===== src/rtl/seq_tx.sv =====
// Serial pattern transmitter: accepts a word plus bit count over valid/ready and
// shifts the selected bits out MSB-first on D, idling high between words.
module seq_tx #(
   parameter int WIDTH = 8,
   parameter int LW    = $clog2(WIDTH+1)
) (
   input  logic             clk,
   input  logic             reset,
   input  logic [WIDTH-1:0] data,
   input  logic [LW-1:0]    len,
   input  logic             valid,
   output logic             ready,
   output logic             D,
   output logic             busy,
   output logic             done
);

   typedef enum logic [1:0] {
      S_IDLE  = 2'b00,
      S_SHIFT = 2'b01,
      S_GAP   = 2'b10
   } state_t;

   state_t           r_state;
   logic [WIDTH-1:0] r_shreg;
   logic [LW-1:0]    r_cnt;
   logic             r_D;
   logic             r_busy;
   logic             r_done;

   logic [LW-1:0]    w_n;
   logic [LW-1:0]    w_shamt;
   logic [WIDTH-1:0] w_aligned;
   logic             w_accept;

   // The selected bits are left-aligned so the shifter always emits from the MSB.
   assign w_n       = (len > LW'(WIDTH)) ? LW'(WIDTH) : len;
   assign w_shamt   = LW'(WIDTH) - w_n;
   assign w_aligned = data << w_shamt;
   assign ready     = (r_state == S_IDLE);
   assign w_accept  = valid & ready;

   assign D    = r_D;
   assign busy = r_busy;
   assign done = r_done;

   always_ff @(posedge clk or negedge reset) begin
      if (!reset) begin
         r_state <= S_IDLE;
         r_shreg <= '0;
         r_cnt   <= '0;
         r_D     <= 1'b1;
         r_busy  <= 1'b0;
         r_done  <= 1'b0;
      end else begin
         case (r_state)
            S_IDLE: begin
               r_D    <= 1'b1;
               r_done <= 1'b0;
               r_busy <= 1'b0;
               if (w_accept) begin
                  r_cnt  <= w_n;
                  r_busy <= 1'b1;
                  if (w_n != '0) begin
                     // First bit goes straight onto the line at the accept edge.
                     r_state <= S_SHIFT;
                     r_D     <= w_aligned[WIDTH-1];
                     r_shreg <= w_aligned << 1;
                  end else begin
                     r_state <= S_GAP;
                     r_done  <= 1'b1;
                     r_shreg <= '0;
                  end
               end
            end
            S_SHIFT: begin
               r_cnt <= r_cnt - LW'(1);
               if (r_cnt == LW'(1)) begin
                  r_state <= S_GAP;
                  r_D     <= 1'b1;
                  r_done  <= 1'b1;
               end else begin
                  r_D     <= r_shreg[WIDTH-1];
                  r_shreg <= r_shreg << 1;
               end
            end
            S_GAP: begin
               r_state <= S_IDLE;
               r_cnt   <= '0;
               r_D     <= 1'b1;
               r_done  <= 1'b0;
               r_busy  <= 1'b0;
            end
            default: begin
               r_state <= S_IDLE;
               r_cnt   <= '0;
               r_D     <= 1'b1;
               r_done  <= 1'b0;
               r_busy  <= 1'b0;
            end
         endcase
      end
   end

endmodule


===== config.mk =====
export PLATFORM = sky130hd
export DESIGN_NAME = seq_tx
export DESIGN_NICKNAME = d
export VERILOG_FILES = /design/src/rtl/seq_tx.sv
export SDC_FILE = /design/constraint.sdc
export NUM_CORES = 1
export LEC_CHECK = 0
export CELL_PAD_IN_SITES_DETAIL_PLACEMENT = 2
export CELL_PAD_IN_SITES_GLOBAL_PLACEMENT = 2
export CORE_ASPECT_RATIO = 1.2
export CORE_MARGIN = 2
export CORE_UTILIZATION = 37
export CTS_BUF_LIST = sky130_fd_sc_hd__clkbuf_4
export DETAILED_ROUTE_END_ITERATION = 10
export GPL_TIMING_DRIVEN = 0
export HOLD_SLACK_MARGIN = 0.02
export PLACE_DENSITY = 0.91
export SLEW_MARGIN = 15
export SYNTH_ARGS = -nofsm -noshare
export SYNTH_HDL_FRONTEND = slang
export SYNTH_SLANG_ARGS = --single-unit

===== constraint.sdc =====
create_clock -name clk -period 3.3 [get_ports clk]
set_input_delay 0.99 -clock clk [delete_from_list [all_inputs] [get_ports clk]]
set_output_delay 0.99 -clock clk [all_outputs]
set_load 0.01 [all_outputs]

==> results.tsv, run 1 <==
stage	metric	value	unit
outcome	outcome	finished, final reports clean	
hold_path	hold_path_class	register to register	
placement	io_buffers	17	
timing	slew-limit-headroom	49.40	%
final_layout	fill_cells	345	
power	cellPowerDensity	694.5	nW/um^2
global_routing	grt_overflow_total	0	
global_routing	met1_usage	28.93	%
synthesis	synth-edff-count	0	
run	maxCapViolCount	0	
detailed_routing	drt-initial-drc-count	9	
timing	clock_skew	0.007109	ns
placement	hpwl	2906	um
synthesis	ys_top_cells_by_count	dfrtp_1 (15), nor2_1 (10), nand2_1 (8), mux2i_1 (7)	
timing	finalCritPeriodShare	90.20	%
final_layout	utilization	47.16	%
cts	postCtsHoldBufs	0	
detailed_routing	antenna_left	0	
cts	cts_htree_levels	1	
cts	cts_root_buf	clkbuf_4	
floorplan	die_h	66.58	um
setup_path	start_kind	input pin	
final_layout	antennaDiodeCount	0	
detailed_routing	dr.pass1.iters	4	
synthesis	async_flop_share	100.0	%
synthesis	avgSynthCellArea	9.583	sq um
setup_path	r2r_cells	7	
synthesis	yosysWarnings	0	
detailed_routing	num_vias	1119	
setup_path	cp_max_fo	9	
synthesis	post-synth-top-count-cell	dfrtp_1	
synthesis	synth_area	1207	sq um
timing	setup_slack	0.3234	ns
cts	clk_latency	0.31	ns
timing	setup-violations-final	0	
floorplan	coreArea	3083	sq um
power	p_leak	0.6384	nW
floorplan	die_x	56.15	um
synthesis	synth_cell_types	46	
detailed_routing	drt-total-wl	3847	um
synthesis	ys_seq_area_share	33.26	%
detailed_routing	drc	0	
timing	fmax	336.0	MHz
floorplan	rows	22	
global_routing	grtUsageTotal	23.07	%
setup_path	required	3.54	ns
floorplan	dieArea	3738	sq um
global_routing	use_met2	39.12	%
timing	grt_setup_unrepaired	false	
floorplan	start_util	39.16	%
setup_path	end_kind	register	
final_layout	finalNetCount	166	
final_layout	syn_to_final_growth	20.41	%
timing	layout_min_cycle_time	2.977	ns
synthesis	synth_ff_type	dfrtp_1	
power	power	1.010	mW
global_routing	grt_util_met3	3.689	%
global_routing	grt_max_degree	17	
synthesis	synthCells	126	
power	peakVddDrop	0.0003952	V
global_routing	grt_first_pass_wirelength	6534	um
final_layout	drive_above_1_share	13.61	%
timing	worst_slew_pin_slew	0.7567	ns
setup_path	crit_type	input pin to register	
global_routing	grt_pass1_vias	1268	
placement	place_congestion	0.7863	
synthesis	syn_nets	144	
global_routing	top_usage_layer	met2	
cts	path_clk_slew	0.10	ns
placement	dpl_worst_slack	-0.3310	ns
detailed_routing	routed_via_density	6.115	
timing	finalHoldViolCount	0	
placement	post_dp_cell_area	1423	sq um
timing	slew_violations	0	
synthesis	synth_seq_cells	16	
floorplan	num_io_pins	19	
cts	cts_made_buffers	3	
cts	cts_tree	built	
hold_path	hold_path_depth	1	
synthesis	synth_area_leader_cell	dfrtp_1	
setup_path	worst_ep_arrival_time	3.22	ns
synthesis	synth_top_cell_area_share	31.09	%
synthesis	synth_area_leaders	dfrtp_1 (31%), mux2i_1 (5.8%), mux4_2 (5.6%)	
cts	cts_sinks	16	
final_layout	post-route-cell-area	1454	sq um
cts	cts_max_path_buffers	2	
detailed_routing	wl_per_cell	21.02	um
global_routing	antenna_found_initial	0	
layout by cell type (no fill, tap or decap), types with 3 or more instances in the layout:
master / instances
nor2_1: 10
clkbuf_4: 4
dfrtp_1: 15
mux2i_1: 7
and3_1: 3
a221o_1: 4
buf_2: 3
inv_1: 5
ha_1: 3
a21oi_1: 4
mux4_2: 3
nand3_1: 4
nor3_1: 3
a211oi_1: 5
clkdlybuf4s50_1: 15
clkbuf_1: 3
nand2_1: 8
or3_1: 4
o21ai_0: 4
power breakdown:
group	internal, mW	total, mW	switching (mW)
combinational	0.245	0.542	0.297
clock	0.0443	0.116	0.0715
sequential	0.284	0.352	0.0681
total	0.573	1.01	0.436
critical path, stage by stage:
cell	delay (ns)
dlymetal6s2s_1	0.22
nor2b_2	0.20
buf_6	0.16
inv_6	0.06
ha_1	0.19
buf_2	0.19
nor3b_1	0.19
or3_1	0.43
nor3_2	0.33
a221o_1	0.24
state kept, by name, indices dropped and copies added (netlist names):
signal	flops
r_cnt	4
r_shreg	7
busy	1
r_state	2
done	1
D	1
logic make-up (layout without fill, tap and decap cells):
kind of cell | count (synthesis) | in the layout | share of synthesized area (%)
fa+ha+maj | 3 | 3 | 3.109
buf+inv | 14 | 35 | 6.010
simple gates | 46 | 46 | 21.45
flops | 16 | 16 | 33.26
mux | 11 | 11 | 13.26
xor+xnor | 4 | 4 | 3.524
compound gates | 32 | 32 | 19.38
routing by layer:
layer	wire, um	vias to the layer above
li1	-	518
met1	1675	560
met2	1950	32
met3	125	9
met4	96	0
met5	0	-
cell type report:
class	count	area, sq um	area share [%]
buffer	8	45.04	3.098
clock buffer	3	22.52	1.549
multi-input combinational	96	733.2	50.43
inverter	6	27.53	1.893
sequential	16	401.6	27.62
tap	36	45.04	3.098
timing repair buffer	17	175.2	12.05
clock inverter	1	3.754	0.2582
worst paths after layout:
check | from | end | slack, ns
setup / recovery | len[0] | r_shreg[6]$_DFFE_PN0P_ | 0.32
setup reg to reg | r_cnt[1]$_DFFE_PN0P_ | r_shreg[6]$_DFFE_PN0P_ | 1.07
max in group asynchronous | reset | r_shreg[1]$_DFFE_PN0P_ | 1.71
hold / removal | done$_DFFE_PN0N_ | done$_DFFE_PN0N_ | 0.50
hold reg to reg | done$_DFFE_PN0N_ | done$_DFFE_PN0N_ | 0.50
min in group asynchronous | reset | busy$_DFFE_PN0N_ | 1.12
timing repair:
action	in CTS	in global routing
resized for setup	0	2
endpoints found under the setup margin	4	7
buffers inserted	0	0
metrics by stage:
step	TNS, ns	hold WS, ns	cells
after floorplan	0	0.4474	126
final	0	0.5015	183
after global routing	0	0.5439	183
after global placement	-1.459	0.4605	179
after detailed placement	-2.253	0.4893	179
after CTS	-0.08369	0.5134	183
Note: power is estimated with default switching activity, not from simulation.
==> inputs of run 2 (changes only) <==
GPL_TIMING_DRIVEN = not set   (was 0)
PLACE_DENSITY = 0.83   (was 0.91)
==> run 2 against run 1 <==
Power is 4.0% lower. Global-route usage is 3.0 points lower. Final area is 0.86% higher. Critical path depth is 1 lower. Die area stayed put. Final cell count stayed put. Critical endpoint is now r_shreg[5]$_DFFE_PN0P_. Non-clock buffer count stayed put. Largest power group unchanged.
==> results.tsv, run 2 (same netlist as run 1, synthesis figures left out) <==
stage	metric	value	unit
timing	layout_min_cycle_time	2.922	ns
floorplan	num_io_pins	19	
timing	fmax	342.2	MHz
cts	cts_sinks	16	
cts	post-cts-setup-buffer-count	0	
detailed_routing	routed_via_density	5.776	
cts	path_clk_slew	0.09	ns
timing	worst_slew_pin_slew	0.7437	ns
detailed_routing	drc	0	
cts	cts_root_buf	clkbuf_4	
final_layout	final_common_cell	clkdlybuf4s50_1	
cts	postCtsHoldBufs	0	
global_routing	grt_first_pass_wirelength	5671	um
final_layout	multi_input_area	733.2	sq um
timing	slew-limit-headroom	50.27	%
run	maxCapViolCount	0	
global_routing	grt_max_degree	17	
placement	place_congestion	0.8431	
floorplan	dieArea	3738	sq um
power	peakVddDrop	0.0004047	V
setup_path	cp_max_fo	8	
timing	grt_setup_unrepaired	false	
setup_path	reg2reg_slack	1.15	ns
global_routing	grt_pass1_vias	1135	
hold_path	hold_path_class	register to register	
setup_path	worstReg2RegEnd	r_shreg[6]$_DFFE_PN0P_	
final_layout	finalNetCount	166	
detailed_routing	antenna_left	0	
hold_path	hold_path_depth	2	
final_layout	top_regs	r_shreg (7), r_cnt (4), r_state (2)	
setup_path	worst_ep_arrival_time	3.10	ns
cts	cts_resized	0	
timing	slew_violations	0	
final_layout	drive_above_1_share	14.97	%
detailed_routing	drt-initial-drc-count	19	
final_layout	syn_to_final_growth	21.45	%
cts	cts_made_buffers	3	
placement	place_inst	179	
timing	finalHoldViolCount	0	
final_layout	antennaDiodeCount	0	
timing	setup-violations-final	0	
final_layout	fill_cells	357	
power	cellPowerDensity	661.1	nW/um^2
final_layout	layout.area.seq	401.6	sq um
cts	cts_max_path_buffers	2	
detailed_routing	wl_per_cell	19.01	um
placement	io_buffers	18	
setup_path	setup.worst_path.start	len[0]	
detailed_routing	num_vias	1057	
power	p_leak	0.6319	nW
floorplan	coreArea	3083	sq um
detailed_routing	drt-total-wl	3478	um
floorplan	start_util	39.16	%
detailed_routing	dr.pass1.iters	4	
timing	finalCritPeriodShare	88.55	%
global_routing	antenna_found_initial	0	
global_routing	grt_overflow_total	0	
placement	hpwl	2831	um
outcome	outcome	finished, final reports clean	
floorplan	rows	22	
final_layout	fin_cells	183	
timing	clock_skew	0.009318	ns
setup_path	critPathCapture	r_shreg[5]$_DFFE_PN0P_	
setup_path	r2r_start	r_cnt[1]$_DFFE_PN0P_	
cts	cts_htree_levels	1	
timing	fin_tns_setup	0	ns
cts	clk_latency	0.29	ns
setup_path	end_kind	register	
floorplan	die_x	56.15	um
setup_path	start_kind	input pin	
final_layout	largest_reg_flops	7	
final_layout	top_register	r_shreg	
setup_path	crit_type	input pin to register	
cts	cts_tree	built	
setup_path	required	3.48	ns
setup_path	r2r_cells	6	
global_routing	grtUsageTotal	20.12	%
floorplan	die_h	66.58	um
final_layout	final_cell_mix	clkdlybuf4s50_1 (18), dfrtp_1 (15), nor2_1 (10), nand2_1 (8)	
-- run 2: cell types whose count changed in the layout (fill, tap and decap cells not counted), sizes merged --
cell | before | now
buf | 4 | 7
clkbuf | 7 | 3
clkdlybuf4s50 | 15 | 18
dlymetal6s2s | 2 | 0
-- run 2: how the worst min path moves through the flow --
stage	from	to	slack [ns]
floorplan	r_shreg[2]$_DFFE_PN0P_	r_shreg[2]$_DFFE_PN0P_	0.45
global placement	done$_DFFE_PN0N_	done$_DFFE_PN0N_	0.46
detailed placement	r_shreg[2]$_DFFE_PN0P_	r_shreg[2]$_DFFE_PN0P_	0.47
CTS	r_shreg[2]$_DFFE_PN0P_	r_shreg[2]$_DFFE_PN0P_	0.50
global route	r_shreg[2]$_DFFE_PN0P_	r_shreg[2]$_DFFE_PN0P_	0.53
finish	r_shreg[2]$_DFFE_PN0P_	r_shreg[2]$_DFFE_PN0P_	0.50
-- run 2: layer usage --
metal  wire (um)  GRT usage [%]
met3          63          1.553
met2        1871          37.79
met4          27          8.631
met5           0              0
met1        1517          23.34
-- run 2: cell type report --
cell class              count  area share, %
multi-input cells          96          50.00
flip-flops and latches     16          27.39
repair buffers             25          15.87
well taps                  36          3.072
inverters                   6          1.877
clock buffers               3          1.536
clock inverters             1         0.2560
-- run 2: metrics by stage --
step	power [mW]	utilization [%]	setup slack (ns)	hold slack [ns]	instance area [sq um]
floorplan	0.6933	-	0.6493	0.4474	1207
global placement	0.8342	46.71	0.1359	0.4609	1440
detailed placement	0.8742	46.71	0.06290	0.4727	1440
CTS	0.9877	47.56	0.3798	0.4972	1466
global route	1.062	47.56	0.3205	0.5255	1466
finish	0.9695	47.56	0.3780	0.4962	1466
-- run 2: critical path, stage by stage --
cell	delay, ns
clkdlybuf4s50_1	0.48
nor2b_2	0.24
inv_6	0.07
ha_1	0.21
buf_4	0.17
and4_1	0.15
o21ai_0	0.27
a311oi_1	0.17
a221o_1	0.34
-- run 2: where the power goes --
group	leakage [nW]	total, mW	switching [mW]	internal, mW
clock	0.0154	0.110	0.0656	0.0440
combinational	0.415	0.491	0.254	0.237
sequential	0.201	0.369	0.0851	0.284
==> inputs of run 3 (changes only) <==
CORE_ASPECT_RATIO = 0.8   (was 1.2)
HOLD_SLACK_MARGIN = not set   (was 0.02)
==> run 3 against run 2 <==
Sequential power increased by 3%. Largest cell class unchanged. Flip-flop and latch count did not move. Largest power group unchanged. Fmax decreased by 0.61%.
==> results.tsv, run 3 (same netlist as run 1, synthesis figures left out) <==
stage	metric	value	unit
final_layout	largest_reg_flops	7	
placement	dpl_worst_slack	0.07841	ns
timing	finalHoldViolCount	0	
cts	cts_max_path_buffers	2	
setup_path	worstReg2RegEnd	r_shreg[6]$_DFFE_PN0P_	
floorplan	start_util	38.85	%
placement	place_congestion	0.7815	
placement	post_dp_cell_area	1445	sq um
setup_path	cp_max_fo	6	
setup_path	start_kind	input pin	
hold_path	hold_path_class	register to register	
hold_path	hp-start	done$_DFFE_PN0N_	
setup_path	reg2reg_slack	1.04	ns
setup_path	worst_ep_arrival_time	3.17	ns
timing	finalCritPeriodShare	89.09	%
setup_path	r2r_start	r_cnt[1]$_DFFE_PN0P_	
timing	setup_slack	0.3600	ns
floorplan	die_x	67.87	um
cts	cts_tree	built	
cts	cts_resized	0	
final_layout	fill_cells	352	
floorplan	rows	18	
final_layout	top_register	r_shreg	
final_layout	fin_cells	187	
timing	setup-violations-final	0	
global_routing	grtUsageTotal	24.05	%
placement	hpwl	3122	um
floorplan	dieArea	3739	sq um
placement	io_buffers	18	
detailed_routing	dr.pass1.iters	4	
power	cellPowerDensity	678.5	nW/um^2
timing	hold_ws	0.4922	ns
cts	cts_made_buffers	3	
cts	postCtsHoldBufs	0	
detailed_routing	drc	0	
global_routing	grt_overflow_total	0	
floorplan	coreArea	3108	sq um
cts	post-cts-setup-buffer-count	0	
power	p_leak	0.6315	nW
setup_path	required	3.53	ns
outcome	outcome	finished, final reports clean	
final_layout	final_common_cell	clkdlybuf4s50_1	
timing	grt_setup_unrepaired	false	
cts	cts_sinks	16	
global_routing	antenna_found_initial	0	
cts	cts_root_buf	clkbuf_4	
final_layout	finalNetCount	166	
final_layout	post-route-cell-area	1471	sq um
detailed_routing	drt-initial-drc-count	50	
timing	slew-limit-headroom	48.53	%
timing	worst_slew_pin_slew	0.7649	ns
final_layout	top_regs	r_shreg (7), r_cnt (4), r_state (2)	
setup_path	r2r_cells	6	
global_routing	grt_pass1_vias	1187	
timing	clock_skew	0.005636	ns
final_layout	syn_to_final_growth	21.87	%
hold_path	hold_path_depth	1	
detailed_routing	wl_per_cell	21.24	um
cts	cts_htree_levels	1	
detailed_routing	num_vias	1113	
global_routing	grt_first_pass_wirelength	6403	um
cts	clk_latency	0.30	ns
power	peakVddDrop	0.0002952	V
run	maxCapViolCount	0	
floorplan	die_h	55.10	um
detailed_routing	routed_via_density	5.952	
detailed_routing	drt-total-wl	3971	um
cts	path_clk_slew	0.10	ns
timing	slew_violations	0	
placement	place_inst	183	
final_layout	drive_above_1_share	14.97	%
timing	layout_min_cycle_time	2.940	ns
setup_path	end_kind	register	
global_routing	grt_max_degree	17	
setup_path	crit_type	input pin to register	
floorplan	num_io_pins	19	
final_layout	final_cell_mix	clkdlybuf4s50_1 (18), dfrtp_1 (15), nor2_1 (10), nand2_1 (8)	
timing	fin_tns_setup	0	ns
detailed_routing	antenna_left	0	
hold_path	min_to	done$_DFFE_PN0N_	
timing	fmax	340.1	MHz
final_layout	antennaDiodeCount	0	
## run 3: final cells by class
cell class | instances | area, sq um | share of cell area [%]
multi-input cells | 96 | 733.2 | 49.83
flip-flops and latches | 16 | 401.6 | 27.30
repair buffers | 25 | 232.7 | 15.82
well taps | 40 | 50.05 | 3.401
inverters | 6 | 27.53 | 1.871
clock buffers | 3 | 22.52 | 1.531
clock inverters | 1 | 3.754 | 0.2551
## run 3: stage by stage
step	utilization [%]	power (mW)
after floorplan	-	0.6933
after global placement	46.50	0.8361
after detailed placement	46.50	0.8801
after CTS	47.34	1.007
after global routing	47.34	1.085
final	47.34	0.9984
## run 3: where the power goes
group / internal [mW] / switching (mW) / leakage, nW
Combinational: 0.240 / 0.265 / 0.415
Sequential: 0.284 / 0.0966 / 0.201
Clock: 0.0441 / 0.0687 / 0.0154
## run 3: how the worst max path moves through the flow
stage | from | slack, ns | to | cells past startpoint
6_report | len[3] | 0.36 | r_shreg[2]$_DFFE_PN0P_ | 9
3_5_place_dp | len[3] | 0.08 | r_shreg[2]$_DFFE_PN0P_ | 9
2_1_floorplan | len[0] | 0.65 | r_shreg[7]$_DFFE_PN0P_ | 10
3_3_place_gp | len[0] | 0.16 | D$_DFF_PN1_ | 9
5_1_grt | len[3] | 0.31 | r_shreg[2]$_DFFE_PN0P_ | 9
4_1_cts | len[3] | 0.39 | r_shreg[2]$_DFFE_PN0P_ | 9
## run 3: critical path, cell delays in order
cell and delay, ns:
clkdlybuf4s50_1 0.48, nor2b_2 0.26, inv_6 0.07, ha_1 0.23
nor3b_1 0.16, or3_1 0.42, nor4_1 0.35, a21oi_1 0.07
o21ai_1 0.13
## run 3: metal layers
layer | vias to the layer above | track usage [%] | part of all wire, %
met4 | 0 | 6.667 | 0.91
met5 | - | 0 | 0
met3 | 4 | 2.429 | 1.9
met1 | 562 | 31.97 | 47
li1 | 521 | - | -
met2 | 26 | 42.16 | 50
